**config.mk**
```make
export PLATFORM = sky130hd
export DESIGN_NAME = cke_sched
export DESIGN_NICKNAME = d
export VERILOG_FILES = /design/src/rtl/cke_sched.sv
export SDC_FILE = /design/constraint.sdc
export NUM_CORES = 1
export LEC_CHECK = 0
export ABC_CLOCK_PERIOD_IN_PS = 3300
export BUFFER_PORTS_ARGS = -buffer_cell sky130_fd_sc_hd__buf_2
export CELL_PAD_IN_SITES_DETAIL_PLACEMENT = 1
export CELL_PAD_IN_SITES_GLOBAL_PLACEMENT = 1
export CORE_ASPECT_RATIO = 1.75
export CORE_UTILIZATION = 40
export CTS_BUF_LIST = sky130_fd_sc_hd__clkbuf_8
export CTS_CLUSTER_DIAMETER = 150
export CTS_CLUSTER_SIZE = 12
export DETAILED_ROUTE_END_ITERATION = 10
export GPL_TIMING_DRIVEN = 0
export PLACE_DENSITY = 0.82
export SLEW_MARGIN = 20
export SYNTH_ARGS = -nofsm -noshare
export SYNTH_HDL_FRONTEND = slang
export SYNTH_SLANG_ARGS = --single-unit
export TNS_END_PERCENT = 50
```
**constraint.sdc**
```tcl
create_clock -name iSysClk -period 3.3 [get_ports iSysClk]
set_clock_uncertainty 0.1 [all_clocks]
set_input_delay 0 -clock iSysClk [delete_from_list [all_inputs] [get_ports iSysClk]]
set_output_delay 0 -clock iSysClk [all_outputs]
set_load 0.05 [all_outputs]
```
**src/rtl/cke_sched.sv**
```systemverilog
// Multi-channel clock-enable scheduler: shared prescaler, per-channel dividers, round-robin event port.
// Define CKE_SCHED_ONESHOT_EN to honour iChMode (one-shot channels); otherwise every channel is periodic.
module cke_sched #(
  parameter int pChNum    = 4,
  parameter int pDivWidth = 15
) (
  input  logic                            iSysClk,
  input  logic                            iSysRst,
  input  logic                            iEn,
  input  logic [pDivWidth:0]              iPreDiv,
  input  logic [pChNum*(pDivWidth+1)-1:0] iChDiv,
  input  logic [pChNum-1:0]               iChMode,
  input  logic [pChNum-1:0]               iChStart,
  input  logic [pChNum-1:0]               iChStop,
  output logic [pChNum-1:0]               oCke,
  output logic [pChNum-1:0]               oChBusy,
  output logic                            oEvtValid,
  output logic [2:0]                      oEvtCh,
  input  logic                            iEvtReady,
  output logic [pChNum-1:0]               oChOvr,
  input  logic                            iOvrClr
);

  localparam int DW = pDivWidth + 1;

  logic [pDivWidth:0] r_pre_cnt;
  logic [pDivWidth:0] r_cnt  [pChNum];
  logic [pDivWidth:0] r_shdw [pChNum];
  logic [pChNum-1:0]  r_busy, r_cke, r_pend, r_ovr;
  logic [2:0]         r_last, r_evt_ch;
  logic               r_evt_vld;

  logic               w_tick, w_acc, w_found;
  logic [2:0]         w_base, w_sel;
  logic [pChNum-1:0]  w_match, w_fire, w_oneshot, w_acc_mask, w_cand, w_ovr_set;

`ifdef CKE_SCHED_ONESHOT_EN
  logic [pChNum-1:0]  r_mode;
  assign w_oneshot = r_mode;
`else
  logic               w_unused_mode;
  assign w_unused_mode = ^iChMode;
  assign w_oneshot     = '0;
`endif

  assign w_tick = iEn && (r_pre_cnt == iPreDiv);
  assign w_acc  = r_evt_vld && iEvtReady;
  assign w_base = w_acc ? r_evt_ch : r_last;

  // A start or stop in the match cycle suppresses the fire; the channel is being re-armed or halted.
  always_comb begin
    w_match    = '0;
    w_fire     = '0;
    w_acc_mask = '0;
    w_ovr_set  = '0;
    for (int n = 0; n < pChNum; n++) begin
      w_match[n]    = (r_cnt[n] == r_shdw[n]);
      w_fire[n]     = r_busy[n] && w_tick && w_match[n] && !iChStop[n] && !iChStart[n];
      w_acc_mask[n] = w_acc && (r_evt_ch == 3'(n));
      w_ovr_set[n]  = w_fire[n] && r_pend[n] && !w_acc_mask[n];
    end
  end

  // Accepted channel drops out of the search unless it refires in the same cycle.
  assign w_cand = r_pend & ~(w_acc_mask & ~w_fire);

  always_comb begin
    w_found = 1'b0;
    w_sel   = '0;
    for (int i = pChNum; i >= 1; i--) begin
      if (w_cand[(int'(w_base) + i) % pChNum]) begin
        w_found = 1'b1;
        w_sel   = 3'((int'(w_base) + i) % pChNum);
      end
    end
  end

  always_ff @(posedge iSysClk or negedge iSysRst) begin
    if (!iSysRst) begin
      r_pre_cnt <= '0;
    end else if (iEn) begin
      r_pre_cnt <= w_tick ? '0 : r_pre_cnt + 1'b1;
    end
  end

  always_ff @(posedge iSysClk or negedge iSysRst) begin
    if (!iSysRst) begin
      r_busy <= '0;
      for (int n = 0; n < pChNum; n++) begin
        r_cnt[n]  <= '0;
        r_shdw[n] <= '0;
      end
`ifdef CKE_SCHED_ONESHOT_EN
      r_mode <= '0;
`endif
    end else begin
      for (int n = 0; n < pChNum; n++) begin
        if (iChStop[n]) begin
          r_busy[n] <= 1'b0;
        end else if (iChStart[n]) begin
          r_busy[n] <= 1'b1;
          r_cnt[n]  <= '0;
          r_shdw[n] <= iChDiv[n*DW +: DW];
`ifdef CKE_SCHED_ONESHOT_EN
          r_mode[n] <= iChMode[n];
`endif
        end else if (r_busy[n] && w_tick) begin
          if (w_match[n]) begin
            r_cnt[n] <= '0;
            if (w_oneshot[n]) r_busy[n] <= 1'b0;
            else              r_shdw[n] <= iChDiv[n*DW +: DW];
          end else begin
            r_cnt[n] <= r_cnt[n] + 1'b1;
          end
        end
      end
    end
  end

  always_ff @(posedge iSysClk or negedge iSysRst) begin
    if (!iSysRst) begin
      r_cke     <= '0;
      r_pend    <= '0;
      r_ovr     <= '0;
      r_last    <= 3'(pChNum - 1);
      r_evt_vld <= 1'b0;
      r_evt_ch  <= '0;
    end else begin
      r_cke  <= w_fire;
      r_pend <= (r_pend & ~w_acc_mask) | w_fire;
      r_ovr  <= (iOvrClr ? '0 : r_ovr) | w_ovr_set;
      if (w_acc) r_last <= r_evt_ch;
      // Presented event is held until accepted; only then is the next one picked.
      if (!r_evt_vld || w_acc) begin
        r_evt_vld <= w_found;
        r_evt_ch  <= w_sel;
      end
    end
  end

  assign oCke      = r_cke;
  assign oChBusy   = r_busy;
  assign oEvtValid = r_evt_vld;
  assign oEvtCh    = r_evt_ch;
  assign oChOvr    = r_ovr;

endmodule

```
==> summary.txt <==
Detailed routing
  – Number of vias after detailed routing: between 7k and 8k
  – Vias per inst: roughly 5.4
  – First-pass iteration count of the detailed router: 4
  – Wire length reported by the detailed router: roughly 24000 um
  – Routed length per instance: ~18 um
  – ANT nets after route: 0
  – Post-detailed-route DRC marker count: 0
  – Number of violations reported at the end of detailed-routing iteration 0: 200

Global routing
  – All-Layer GR Usage: 0.2341
  – Largest net degree at the start of global routing: 86
  – Initial antenna violation count: 0
  – Number of global-route vias before repair: about 7.8k
  – First-pass GRT wire length: ~40000 um
  – GRT overflow: 0

Synthesis
  – Fraction of registers with async set or reset after synthesis: 1.000
  – Net count after synthesis: 945
  – Post-synth top flop: sky130_fd_sc_hd__dfrtp_1
  – Proportion of synthesized chip area in sequential cells: 0.4809
  – Mean cell area of the mapped netlist: between 10 and 15 sq um
  – Number of synthesis warnings: 0
  – Post-Synthesis Cells: ~840
  – #FFs+latches synth: between 150 and 200
  – Number of library cell types mapped by synthesis: 54
  – Post-Synthesis Cell Area: 0.008591 sq mm
  – Number of flops mapped to enable cells by yosys: 0

Timing
  – Slew Viols, Final: 0
  – Final setup violation count: 0
  – Final Cycle Share: 0.9246
  – Post-route setup TNS: 0 ns
  – RSZ-0062 raised after global routing: no
  – Highest clock rate: 327.7 MHz
  – Smallest setup slack after layout: between 0.2 and 0.25 ns
  – Least-Margin Pin Slew: roughly 0.77 ns
  – Slew HR: 0.4833
  – Final hold viol count: 0
  – Tmin final: around 3.1 ns

Pwr
  – Switching part of the total: 0.2773
  – Seq pwr share: 0.501
  – Power per cell area: approximately 460 mW/mm^2
  – Leak: between 4 and 5 nW
  – Final Total Pwr: slightly below 0.005 W
  – Switching power: about 0.0014 W
  – Clock Power Share: 0.330
  – Internal power: 0.003538 W
  – Part of the total power dissipated in combinational logic: 0.169
  – Worst VDD drop: roughly 0.36 mV

Status
  – Result of the run: finished clean

Finish
  – Number of inserted diodes: 0
  – Leading cell types in the layout, fill and taps excluded: sky130_fd_sc_hd__dfrtp_1 (163), sky130_fd_sc_hd__buf_2 (118), sky130_fd_sc_hd__xnor2_1 (84)
  – Number of filler instances in the final layout: between 2k and 2.5k
  – Final design utilization: 0.5104
  – Final std cells w/o fill: around 1.3k
  – Post-synthesis to final-layout area growth: 24.88%
  – Most common cell after layout, fill and taps aside: sky130_fd_sc_hd__dfrtp_1
  – Net count reported at finish: 1154
  – Share of final-layout standard cells stronger than drive strength 1: 0.2164

Placed design
  – Weighted congestion reported at the end of routability-driven placement: 0.8184
  – Minimum setup slack after placement: approximately 0.23 ns
  – Port buffer count: about 110
  – Half-perimeter wire length after detailed placement: 16710 um
  – Total placed cells including tap cells: roughly 1.2k

Die
  – Initial cell density of the core: 0.4087
  – Die Y-Extent: between 150 and 200 um
  – Floorplan row count: 70
  – Width of the chip: approximately 110 um
  – Number of top-level design ports: around 110
  – Area of the placeable core: ~0.021 sq mm
  – Total Die Area: roughly 0.022 sq mm

Clock network
  – Cell at the root of the clock tree: sky130_fd_sc_hd__clkbuf_8
  – Number of CTS-inserted buffers: 17
  – CTS tree: done
  – Reg clk slew, reported paths: ~0.090 ns
  – Later-pin clock latency in the skew report: between 0.4 and 0.5 ns
  – Max clock buf depth: 2
  – H-tree level count: 4
  – Number of sinks driven by the clock tree: approximately 170

Worst setup path
  – Critical path origin: r_cnt[6]
  – Worst Setup Start Kind: flip-flop
  – Kind of capture point of the worst setup path: flip-flop
  – Required time of the critical path: ~3.6 ns
  – Beginning of the worst register-to-register path: r_cnt[6]
  – Type of the worst setup path: reg2reg
  – Data arrival, critical path: ~3.3 ns
  – Worst reg-to-reg path cell count: 8
  – Highest fanout seen on the critical path: 10

Worst hold path
  – Min-Delay Path Class: in2async

Run
  – Number of maximum-capacitance violations: 0
[flip-flops by register name (all words and copies together), names as in the netlist]
name / flops
oCke: 4
r_shdw: 64
oChBusy: 4
oEvtCh: 2
r_cnt: 64
oChOvr: 4
r_pre_cnt: 16
r_pend: 4
oEvtValid: 1
r_last: 2
[cell type report]
type	count	area (sq um)	share of cell area
Multi-Input combinational cell	611	4163	0.3880
Buffer	44	216.5	0.02018
Inverter	23	86.33	0.008048
Tap cell	252	315.3	0.02939
Clock inverter	11	160.2	0.01493
Sequential cell	165	4131	0.3851
Clock buffer	19	261.5	0.02438
Timing Repair Buffer	190	1394	0.1299
[path summary, 6_finish.rpt]
| check | end | slack, ns |
|---|---|---|
| setup / recovery | r_shdw[12] | 0.25 |
| hold / removal | r_shdw[9] | 0.001 |
| setup reg to reg | r_shdw[12] | 0.25 |
| hold reg to reg | oChOvr[1] | 0.40 |
| max in group asynchronous | r_shdw[50] | 2.22 |
| min in group iSysClk | oCke[1] | 0.06 |
[power groups by stage]
stage	combinational [W]	sequential (W)	clock (W)
detailed placement	0.000736	0.00249	0
global placement	0.000699	0.00248	0
floorplan	0.000511	0.00243	0
global route	0.000911	0.00248	0.00173
finish	0.000825	0.00245	0.00162
CTS	0.000820	0.00245	0.00166
[metrics by stage]
stage / hold WS (ns) / instance area (sq um)
after global placement: 0.08401 / 9442
after detailed placement: -0.06461 / 9479
final: 0.0009833 / 10730
after floorplan: -0.3956 / 8591
after global routing: 0.05407 / 10730
after CTS: 0.007693 / 10720
[layer usage]
metal	share of wire	vias to the layer above	routed length [um]	GRT usage
met4	0.039	0	938	0.1146
met5	0	-	0	0
met2	0.54	134	13150	0.4326
li1	-	3366	-	-
met1	0.39	3576	9483	0.2550
met3	0.025	57	599	0.04016
[cells in the mapped netlist (10+ instances only)]
master	instances	area [sq um]
sky130_fd_sc_hd__xnor2_1	84	735.7
sky130_fd_sc_hd__mux2_2	56	630.6
sky130_fd_sc_hd__nor4_1	15	93.84
sky130_fd_sc_hd__nand4_1	28	175.2
sky130_fd_sc_hd__mux2_4	10	150.1
sky130_fd_sc_hd__xor2_1	27	236.5
sky130_fd_sc_hd__nand2b_1	11	68.82
sky130_fd_sc_hd__o31ai_1	24	180.2
sky130_fd_sc_hd__nor2b_1	11	68.82
sky130_fd_sc_hd__clkbuf_1	26	97.59
sky130_fd_sc_hd__nand3_1	35	175.2
sky130_fd_sc_hd__nor2_1	79	296.5
sky130_fd_sc_hd__and3_1	22	137.6
sky130_fd_sc_hd__nor3_1	15	75.07
sky130_fd_sc_hd__dfrtp_1	163	4079
sky130_fd_sc_hd__o21ai_0	57	285.3
sky130_fd_sc_hd__nand2_1	49	183.9
sky130_fd_sc_hd__inv_1	22	82.58
sky130_fd_sc_hd__a21oi_1	16	80.08
sky130_fd_sc_hd__buf_2	12	60.06
[cell families after synthesis]
| family | count (synthesis) | share of synthesized area |
|---|---|---|
| AND/OR/NAND/NOR | 297 | 0.1770 |
| adder cells (fa/ha/maj) | 5 | 0.007282 |
| other | 1 | 0.0004365 |
| flip-flops | 165 | 0.4809 |
| XOR/XNOR | 111 | 0.1132 |
| buffers and inverters | 67 | 0.03524 |
| AO/OA/AOI/OAI | 127 | 0.09045 |
| multiplexers | 70 | 0.09554 |
[worst max-delay path, stage by stage (launching register included)]
cell and delay [ns]:
sky130_fd_sc_hd__dfrtp_1 0.33, sky130_fd_sc_hd__clkbuf_1 0.27, sky130_fd_sc_hd__xnor2_1 0.19, sky130_fd_sc_hd__nand4_1 0.14, sky130_fd_sc_hd__nor4_1 0.63, sky130_fd_sc_hd__or2_2 0.25
sky130_fd_sc_hd__nor2b_1 0.31, sky130_fd_sc_hd__buf_2 0.33, sky130_fd_sc_hd__mux2_2 0.38
[what timing repair did]
| item | 4_1_cts | 5_1_grt |
|---|---|---|
| hold buffers | 82 | 0 |
| setup endpoints to repair | 0 | 12 |
| buffers inserted | 0 | 0 |
| endpoints found under the hold margin | 272 | 0 |
| resized for setup | 0 | 1 |
(Power assumes the default switching activity.)
